[config.mk]
export PLATFORM = sky130hd
export DESIGN_NAME = vga_timing_gen
export DESIGN_NICKNAME = d
export VERILOG_FILES = /design/src/rtl/vga_timing_gen.sv
export SDC_FILE = /design/constraint.sdc
export NUM_CORES = 1
export LEC_CHECK = 0
export CAP_MARGIN = 20
export CORE_ASPECT_RATIO = 0.5
export CORE_MARGIN = 10
export CORE_UTILIZATION = 39
export DETAILED_ROUTE_END_ITERATION = 6
export HOLD_SLACK_MARGIN = 0.15
export PLACE_DENSITY = 0.62
export SETUP_SLACK_MARGIN = 0.2
export SYNTH_ARGS = -nofsm -noshare
export SYNTH_HDL_FRONTEND = slang
export SYNTH_SLANG_ARGS = --single-unit
[constraint.sdc]
create_clock -name clk -period 2.21 [get_ports clk]
set_input_delay 0.221 -clock clk [delete_from_list [all_inputs] [get_ports clk]]
set_output_delay 0.221 -clock clk [all_outputs]
set_load 0.005 [all_outputs]
[src/rtl/vga_timing_gen.sv]
// 640x480 @ 60 Hz VGA raster timing generator for the Pong top level.
// Produces the pixel-rate tick, raster counters, registered syncs/video_on and a per-frame pulse.
module vga_timing_gen #(
    parameter int TICK_DIV  = 4,
    parameter int H_DISPLAY = 640,
    parameter int H_FRONT   = 16,
    parameter int H_SYNC    = 96,
    parameter int H_BACK    = 48,
    parameter int V_DISPLAY = 480,
    parameter int V_FRONT   = 10,
    parameter int V_SYNC    = 2,
    parameter int V_BACK    = 33
) (
    input  logic       clk,
    input  logic       reset,
    output logic       p_tick,
    output logic [9:0] pixel_x,
    output logic [9:0] pixel_y,
    output logic       video_on,
    output logic       hsync,
    output logic       vsync,
    output logic       frame_tick
);

    localparam int H_TOTAL  = H_DISPLAY + H_FRONT + H_SYNC + H_BACK;
    localparam int V_TOTAL  = V_DISPLAY + V_FRONT + V_SYNC + V_BACK;
    localparam int HS_START = H_DISPLAY + H_FRONT;
    localparam int HS_END   = HS_START + H_SYNC - 1;
    localparam int VS_START = V_DISPLAY + V_FRONT;
    localparam int VS_END   = VS_START + V_SYNC - 1;
    localparam int DIV_W    = (TICK_DIV > 1) ? $clog2(TICK_DIV) : 1;

    logic [DIV_W-1:0] divider;
    logic             advance;
    logic [9:0]       x_next;
    logic [9:0]       y_next;

    // The pixel advances on the same edge that raises p_tick, so the tick
    // cycle already shows the new coordinates and their decoded outputs.
    assign advance = (divider == DIV_W'(TICK_DIV - 1));

    // NOTE: every sequential block uses non-blocking assignments so all
    // registers sample the pre-edge values regardless of statement order.
    always_ff @(posedge clk or negedge reset) begin
        if (!reset) begin
            divider <= '0;
            p_tick  <= 1'b0;
        end else begin
            divider <= advance ? '0 : divider + DIV_W'(1);
            p_tick  <= advance;
        end
    end

    // NOTE: next-state values get defaults up front so no path leaves them
    // unassigned, which would otherwise infer latches.
    always_comb begin
        x_next = pixel_x;
        y_next = pixel_y;
        if (advance) begin
            if (pixel_x == 10'(H_TOTAL - 1)) begin
                x_next = '0;
                y_next = (pixel_y == 10'(V_TOTAL - 1)) ? '0 : pixel_y + 10'd1;
            end else begin
                x_next = pixel_x + 10'd1;
            end
        end
    end

    always_ff @(posedge clk or negedge reset) begin
        if (!reset) begin
            pixel_x    <= '0;
            pixel_y    <= '0;
            video_on   <= 1'b0;
            hsync      <= 1'b1;
            vsync      <= 1'b1;
            frame_tick <= 1'b0;
        end else begin
            frame_tick <= advance && (x_next == 10'd0) && (y_next == 10'(V_DISPLAY));
            if (advance) begin
                pixel_x  <= x_next;
                pixel_y  <= y_next;
                video_on <= (x_next < 10'(H_DISPLAY)) && (y_next < 10'(V_DISPLAY));
                hsync    <= !((x_next >= 10'(HS_START)) && (x_next <= 10'(HS_END)));
                vsync    <= !((y_next >= 10'(VS_START)) && (y_next <= 10'(VS_END)));
            end
        end
    end

endmodule
==> run summary, run 1 <==
Slew HR = 76.34%
Vert. Die Dim = 64.22 um
critical-path cell list = ha_4 > and4_4 > buf_6 > nand3_4 > nor3_4 > mux2_4 > or3_4 > o32a_1
CTS Buf Count = 3
initial antenna violation count = 0
ant diodes = 0
Peak VDD IR = 219.5 uV
Worst-Margin Slew = 354.8 ps
CP peak stage delay = 410 ps
register bit total from synthesis = 27
1st-iter DRT viols = 70
Initial Util = 42.33%
number of synthesized flops with an enable pin = 0
min Tclk post-route = 2151 ps
Worst EP arrival = 2360 ps
RD Place Congestion = 0.8596
critical path fanouts, max = 3
syn nets = 165
fraction of layout cells with a size suffix above 1 = 36.60%
critical path class = reg -> reg
Mean Syn Cell Area = 9.593 um2
Pleak = 1.016 nW
row count = 15
Required @ worst endpoint = 2420 ps
worst skew pair latency = 280 ps
Final Hold Fails = 0
cells after synthesis = 159
io pins = 27
most frequent cells in the layout = buf_4 (50), clkdlybuf4s50_1 (26), dfrtp_1 (21)
status = finished clean
Primary FF master, synth = dfrtp_1
port bufs = 26
GR Util All Layers = 13.32%
1st-pass router iterations = 4
growth of design area from synthesis to finish = 55.29%
Sink Count = 27
fin util = 65.73%
Reg clk slew, reported paths = 110 ps
CP Capture Type = flop
final setup vio count = 0
die span in x = 108.4 um
Yosys warnings = 0
Hold/Removal Path Class = in -> async
# fillers = 291
vias in the first global route = 1520
RSZ-0062 raised after global routing = true
Nets = 242
Post-synth ARST share = 100.0%
HPWL after DPL = 3236 um
first-pass GRT wire length = 7431 um
gr ovfl total = 0
PD cells = 340.5 nW/um2
Peak Freq = 0.4648 GHz
final wirelength = 4623 um
Seq/Total Area, Yosys = 44.46%
via count = 1518
antenna viol nets, final = 0
Worst Reg-to-Reg Cells = 8
Post-Syn Area = 1525 um2
clock skew = 11.94 ps
CTS tree = yes
H-tree levels = 1
Cell variety after synth = 42
Tot Pwr = 0.8064 mW
DR DRC count = 0
CP max stage cell = dfrtp_1
core area = 3603 um2
Max Cap Viol = 0
DR WL/cell = 16.16 um
Pins Over Slew Limit = 0
vias per cell = 5.308
Clock Path Buffers = 2
clock root buffer = clkbuf_8
Final period util = 97.35%
total die area = 6964 um2
largest net degree at the start of global routing = 28
CP startpoint kind = flop
commonest non-fill, non-tap cell in the layout = buf_4
-- sequential cells by signal, indices dropped and copies added (netlist names) --
register    count
pixel_x        10
vsync           1
frame_tick      1
divider         2
pixel_y        10
p_tick          1
video_on        1
hsync           1
-- kinds of logic after synthesis --
logic type,share of synthesized area (%)
AO/OA/AOI/OAI,10.17
multiplexers,5.332
XOR/XNOR,5.742
flip-flops,44.46
adder cells (fa/ha/maj),3.282
buffers and inverters,3.609
AND/OR/NAND/NOR,27.40
-- metal layers --
metal  up-vias  wire, um  part of all wire (%)  track usage [%]
met5         -         0                     0                0
met4         0        74                   1.6            4.412
met3         8       294                   6.4            3.100
met2        60      2188                    47            22.98
met1       711      2065                    45            15.98
li1        739         -                     -                -
-- area by class of cell --
| class | count | area, um2 | area share [%] |
|---|---|---|---|
| multi-input cells | 120 | 899.6 | 37.98 |
| flip-flops and latches | 27 | 683.2 | 28.84 |
| repair buffers | 77 | 646.9 | 27.31 |
| clock inverters | 1 | 7.507 | 0.3170 |
| well taps | 51 | 63.81 | 2.694 |
| inverters | 7 | 26.28 | 1.109 |
| clock buffers | 3 | 41.29 | 1.743 |
-- cells in the mapped netlist (2+ instances only) --
cell	number	area (um2)
o21ai_0	5	25.02
buf_4	2	15.01
nand4_1	8	50.05
nand4b_1	2	17.52
dfstp_2	2	52.55
xnor2_1	6	52.55
inv_1	7	26.28
buf_2	2	10.01
xor2_1	4	35.03
and4_1	2	17.52
nand2_1	16	60.06
a21oi_1	4	20.02
ha_1	4	50.05
mux2_2	5	56.30
or3_1	5	31.28
a31oi_1	4	25.02
nor2_1	15	56.30
nand3_1	6	30.03
nor4_1	2	12.51
dfrtp_1	25	625.6
nor3_1	5	25.02
and3_1	4	25.02
o21bai_1	2	15.01
nand2b_1	4	25.02
-- final timing paths --
check / slack [ps] / endpoint / start
hold reg to reg: 490 / divider[0]$_DFF_PN0_ / divider[0]$_DFF_PN0_
setup / recovery: 60 / vsync$_DFFE_PN1P_ / pixel_x[1]$_DFFE_PN0P_
setup reg to reg: 60 / vsync$_DFFE_PN1P_ / pixel_x[1]$_DFFE_PN0P_
min in group clk: 490 / divider[0]$_DFF_PN0_ / divider[0]$_DFF_PN0_
hold / removal: 300 / pixel_y[3]$_DFFE_PN0P_ / reset
max in group asynchronous: 1590 / vsync$_DFFE_PN1P_ / reset
-- where the power goes --
part,internal [mW],switching [mW],leakage (nW),total (mW)
Clock,0.128,0.172,0.0217,0.300
Sequential,0.494,0,0.344,0.494
Combinational,0.00270,0.00974,0.651,0.0124
Total,0.625,0.182,1.02,0.806
-- timing repair --
action / in CTS / in global routing
gates resized for setup: 19 / 2
pin swaps: 6 / 0
hold buffers: 0 / 0
endpoints found under the setup margin: 3 / 3
gates cloned: 0 / 0
buffers inserted: 12 / 3
-- critical path, delay by kind of cell, from the launching register on --
family,cells,cell delay [ps]
and+or+nand+nor,4,800
DFF,1,410
muxes,1,330
AOI/OAI and AO/OA,1,290
adders and majority gates,1,140
buffers and inverters,1,100
-- per-stage QoR --
step | area [um2] | setup WS (ps) | hold slack, ps | cells | TNS [ps]
3_5_place_dp | 2110 | 5.568 | 424.8 | 267 | 0
6_report | 2369 | 58.59 | 304.7 | 286 | 0
4_1_cts | 2336 | 127.4 | 317.5 | 283 | 0
2_1_floorplan | 1544 | 74.14 | -74.59 | 159 | 0
3_3_place_gp | 2110 | -34.90 | 416.9 | 267 | -34.90
5_1_grt | 2369 | 26.85 | 333.6 | 286 | 0
Note: power is estimated with default switching activity, not from simulation.
==> run 2: changes to the inputs <==
Settings changed: CTS_CLUSTER_DIAMETER from default to 100.
==> results of run 2 <==
Final layout, timing and power as in run 1 (identical DEF).
==> run 3: changes to the inputs <==
Settings changed: HOLD_SLACK_MARGIN 0.15 to default, SLEW_MARGIN from default to 10, TNS_END_PERCENT from default to 30.
==> run 3 against run 2 <==
Total power is 2.1% lower. Sequential share of layout area up 1.5 points. Routed wire length down 9.8%. Critical endpoint unchanged. Hold slack improved by 19 ps. Via count down 4.6%. Combinational power is essentially flat.
==> run summary, run 3 (synthesis gave the netlist of run 1 again) <==
die span in x = 108.4 um
HPWL after DPL = 3123 um
gr ovfl total = 0
leading registers by flop count = pixel_x: 10 flops, pixel_y: 10 flops, divider: 2 flops
GR Util All Layers = 12.01%
core area = 3603 um2
worst slack at placement = 0.4272 ps
total die area = 6964 um2
Sink Count = 27
Reg clk slew, reported paths = 90 ps
Vert. Die Dim = 64.22 um
antenna viol nets, final = 0
CP startpoint kind = flop
Worst EP arrival = 2350 ps
Slew HR = 76.56%
r2r endpoint = vsync$_DFFE_PN1P_
PnR worst setup slack = 65.80 ps
Peak Freq = 0.4664 GHz
1st-iter DRT viols = 48
hold buffers post-CTS = 0
first-pass GRT wire length = 6893 um
Worst R2R Start = pixel_y[1]$_DFFE_PN0P_
reg-to-reg slack, setup = 70 ps
Max Cap Viol = 0
RD Place Congestion = 0.8045
CP Capture Type = flop
commonest non-fill, non-tap cell in the layout = buf_4
worst skew pair latency = 280 ps
Initial Util = 42.33%
Nets = 231
CP max stage cell = dfrtp_2
CTS tree = yes
vias per cell = 5.265
port bufs = 26
critical path class = reg -> reg
critical-path cell list = inv_2 > ha_1 > and3_4 > and4b_2 > nor2_1 > mux2_4 > or3_4 > o32a_1
Final Hold Fails = 0
clock root buffer = clkbuf_8
most frequent cells in the layout = buf_4 (40), clkdlybuf4s50_1 (26), dfrtp_1 (23)
1st-pass router iterations = 4
CP Buf/Inv Count = 1
Hold/Removal Path Class = in -> async
status = finished clean
row count = 15
Worst Setup SP = pixel_y[1]$_DFFE_PN0P_
final setup vio count = 0
growth of design area from synthesis to finish = 47.17%
DR WL/cell = 15.16 um
vias in the first global route = 1444
ant diodes = 0
critical path fanouts, max = 5
DR DRC count = 0
Pins Over Slew Limit = 0
Final period util = 97.02%
RSZ-0062 raised after global routing = true
largest net degree at the start of global routing = 28
fraction of layout cells with a size suffix above 1 = 31.70%
io pins = 27
final wirelength = 4168 um
Tot Pwr = 0.7892 mW
CTS Buf Count = 3
CP peak stage delay = 450 ps
Pleak = 0.9494 nW
initial antenna violation count = 0
Worst Reg-to-Reg Cells = 8
Peak VDD IR = 234.0 uV
min Tclk post-route = 2144 ps
Crit path max-delay family = simple AND/OR/NAND/NOR gates
Clock Path Buffers = 2
via count = 1448
clock skew = 7.613 ps
H-tree levels = 1
Worst-Margin Slew = 351.5 ps
Required @ worst endpoint = 2420 ps
# fillers = 312
PD cells = 351.6 nW/um2
-- run 3: changes by cell type in the layout (fill, tap and decap cells not counted), moves of 2 or more --
cell / before / now
buf_4: 50 / 40
dfrtp_1: 21 / 23
dfrtp_2: 4 / 2
ha_2: 0 / 2
nor2_1: 13 / 15
nor2_2: 2 / 0
nor4_2: 0 / 2
-- run 3: worst max-delay path by stage --
stage,end,slack (ps),cells after the start
after global placement,frame_tick$_DFF_PN0_,-70,9
after global routing,vsync$_DFFE_PN1P_,20,8
after CTS,vsync$_DFFE_PN1P_,140,8
after detailed placement,frame_tick$_DFF_PN0_,0.4,9
final,vsync$_DFFE_PN1P_,70,8
after floorplan,vsync$_DFFE_PN1P_,70,7
-- run 3: worst register-to-register path, stage by stage, from the launching register on --
cell and delay, ps:
dfrtp_2 450, inv_2 60, ha_1 130, and3_4 190, and4b_2 260, nor2_1 50
mux2_4 270, or3_4 340, o32a_1 330
-- run 3: stage by stage --
step                      utilization [%]  TNS, ps  cell area [um2]  hold WS [ps]  instances
after floorplan                         -        0             1544        -74.59        159
after global placement              58.13   -66.15             2095         454.4        265
after detailed placement            58.13        0             2095         460.0        265
after CTS                           61.22        0             2206         333.0        272
after global routing                62.29        0             2245         357.3        275
final                               62.29        0             2245         324.1        275
-- run 3: cell type report --
class / instances / area [um2] / area share [%]
inverters: 7 / 26.28 / 1.171
multi-input cells: 120 / 868.3 / 38.68
flip-flops and latches: 27 / 680.7 / 30.32
clock buffers: 4 / 45.04 / 2.007
repair buffers: 66 / 560.5 / 24.97
well taps: 51 / 63.81 / 2.843
-- run 3: repair_timing --
item / CTS / global route
gates cloned: 0 / 0
endpoints found under the setup margin: 2 / 4
buffers inserted: 3 / 3
pin swaps: 4 / 5
resized for setup: 12 / 4
-- run 3: routing by layer --
metal,share of wire [%],track usage (%)
met5,0,0
met4,0.94,2.288
met3,6.0,2.900
met2,47,20.36
met1,46,15.23
-- run 3: power breakdown --
part	switching [mW]	leakage, nW	internal, mW
Combinational	0.00974	0.579	0.00271
Clock	0.154	0.0228	0.129
Sequential	0	0.347	0.494
Total	0.163	0.949	0.626
==> RTL edit, RTL diff (settings of run 1) <==
The parameter `TICK_DIV` goes from 4 to 2.
--- a/src/rtl/vga_timing_gen.sv
+++ b/src/rtl/vga_timing_gen.sv
@@ -1,7 +1,7 @@
 // 640x480 @ 60 Hz VGA raster timing generator for the Pong top level.
 // Produces the pixel-rate tick, raster counters, registered syncs/video_on and a per-frame pulse.
 module vga_timing_gen #(
-    parameter int TICK_DIV  = 4,
+    parameter int TICK_DIV  = 2,
     parameter int H_DISPLAY = 640,
     parameter int H_FRONT   = 16,
     parameter int H_SYNC    = 96,
Function: changed (Yosys sat finds a counterexample within 4 cycles, from zero or initial values and one cycle with reset low).
==> RTL edit against run 1 <==
- the run now ends with setup timing left
- sequential power decreased by 4%
- worst setup slack got worse by 0.16 ns
- largest power group unchanged
- die area is 5.0% higher
- total power is 0.25% lower
- routed wire length is 1.1% higher
- non-clock buffer count shrank 19
- synthesized area rose by 6.6%
- final area is 2.3% lower
- first-iteration DRC count up 46%
- count of clock-buffer cells in the layout up 1
- sequential cell count is 1 lower
- utilization down 7.3 points
==> RTL edit: results (changes against run 1) <==
[run_status]
status=finished, violations left
violations=setup timing

[yosys]
synthTopCellsByCount=24 x dfrtp_1, 14 x nand2_1, 13 x nand3_1
syn_area_mm2=0.00163  ; +6.6%
syn_nets=177  ; +7.3%
synthDistinctLibCells=50  ; +19%
synthTopCellsByArea=dfrtp_1 37%, xnor2_1 5.9%, nand3_1 4.0%, nand4_1 3.5%, dfstp_2 3.2%
yosysSeqAreaShare_pct=40.2  ; -4.3 points

[clock_network]
path_clk_slew_ns=0.09  ; -0.02 ns
post-cts-setup-buffers=3  ; -9
post_cts_resized=7  ; -12

[layout]
multi_input_cells=127  ; +5.8%
nNetsFinal=228  ; -5.8%
clkCellAreaFrac_pct=2.38  ; +0.32 points
regArea_um2=658  ; -3.7%
multi_input_area_um2=987  ; +9.7%
n_clock_buffer=4  ; +1
fillers=325  ; +12%
reg_top3=pixel_x (10), pixel_y (10)
buffer_area_share_pct=22.5  ; -4.8 points
layout-drive-gt1-share_pct=27.5  ; -9.1 points

[setup_path]
ff2ff_setup_slack_ns=-0.1  ; -0.16 ns
critPathSlowestCell=or4_4
cp_max_fo=4  ; +1
critical_path.max_stage_delay_ns=0.48  ; +0.07 ns
crit_path_start=pixel_x[7]$_DFFE_PN0P_
reg2regPathDepth=7  ; -1

[grt]
grt_pass1_wl_um=7670  ; +3.2%
grt_max_degree=27  ; -3.6%
track_usage_pct=12.5  ; -0.85 points

[timing]
worst_slack_ns=-0.0987  ; -0.157 ns
finalClockSkew_ns=0.00221  ; -0.00973 ns
setup_violations=3  ; +3
slew_headroom_pct=76.5  ; +0.14 points

[detailed_routing]
routed-wl-met3_um=263  ; -11%
top_layer=met4
dr_total_vias=1570  ; +3.4%
met1Wirelength_um=2130  ; +3.2%
routed-wl-met2_um=2240  ; +2.4%
wl_per_cell_um=16.9  ; +4.8%
drt_iter0_drc=102  ; +46%

[pwr]
leakagePower_nw=0.910  ; -10%
powerDensity_mw_per_mm2=348  ; +2.1%
max-vdd-ir-drop_mv=0.190  ; -13%

[placed_design]
dp_hpwl_um=3310  ; +2.2%
post-place-ws_ns=-0.0928  ; -0.0984 ns
placed_area_mm2=0.00210  ; -0.42%
place_congestion=1.00  ; +17%

-- RTL edit: changes by cell type after synthesis, moves of 3 or more --
cell / delta
xnor2_1: +5
and2_1: +3
nor2_1: -4
nand2b_1: -3
o211ai_1: +3
o21ai_0: +5
or3_1: -3
mux2_2: -4
nand3_1: +7
clkbuf_1: +4
-- RTL edit: final timing paths --
path | endpoint
hold reg to reg | video_on$_DFFE_PN0P_
max in group asynchronous | hsync$_DFFE_PN1P_
setup / recovery | frame_tick$_DFF_PN0_
hold / removal | pixel_y[1]$_DFFE_PN0P_
setup reg to reg | frame_tick$_DFF_PN0_
min in group clk | video_on$_DFFE_PN0P_
-- RTL edit: per-stage QoR --
stage                     cells  TNS, ns
after global placement      266   -0.135
after CTS                   273  -0.0431
final                       276   -0.219
after global routing        276   -0.475
after floorplan             172        0
after detailed placement    266   -0.176
-- RTL edit: cells by family (layout without fill, tap and decap cells) --
| kind of cell | Yosys count | after routing | share of synthesized area, % |
|---|---|---|---|
| buffers and inverters | 19 | 69 | 6.00 |
| flip-flops | 26 | 26 | 40.2 |
| AND/OR/NAND/NOR | 74 | 74 | 27.5 |
| adder cells (fa/ha/maj) | 3 | 3 | 2.31 |
| XOR/XNOR | 14 | 14 | 7.54 |
| multiplexers | 3 | 3 | 1.92 |
| AO/OA/AOI/OAI | 33 | 33 | 14.5 |
-- RTL edit: metal layers --
layer,up-vias,global-route usage (%)
met2,55,20.7
met1,771,16.2
met5,-,0
met3,6,3.26
li1,738,-
met4,0,2.23
-- RTL edit: power by group --
part / switching (W) / leakage [nW] / total [W] / internal, W
Clock: 0.000157 / 0.0288 / 0.000317 / 0.000159
Combinational: 0.00000945 / 0.551 / 0.0000122 / 0.00000271
Sequential: 0 / 0.331 / 0.000475 / 0.000475
Total: 0.000167 / 0.910 / 0.000804 / 0.000638
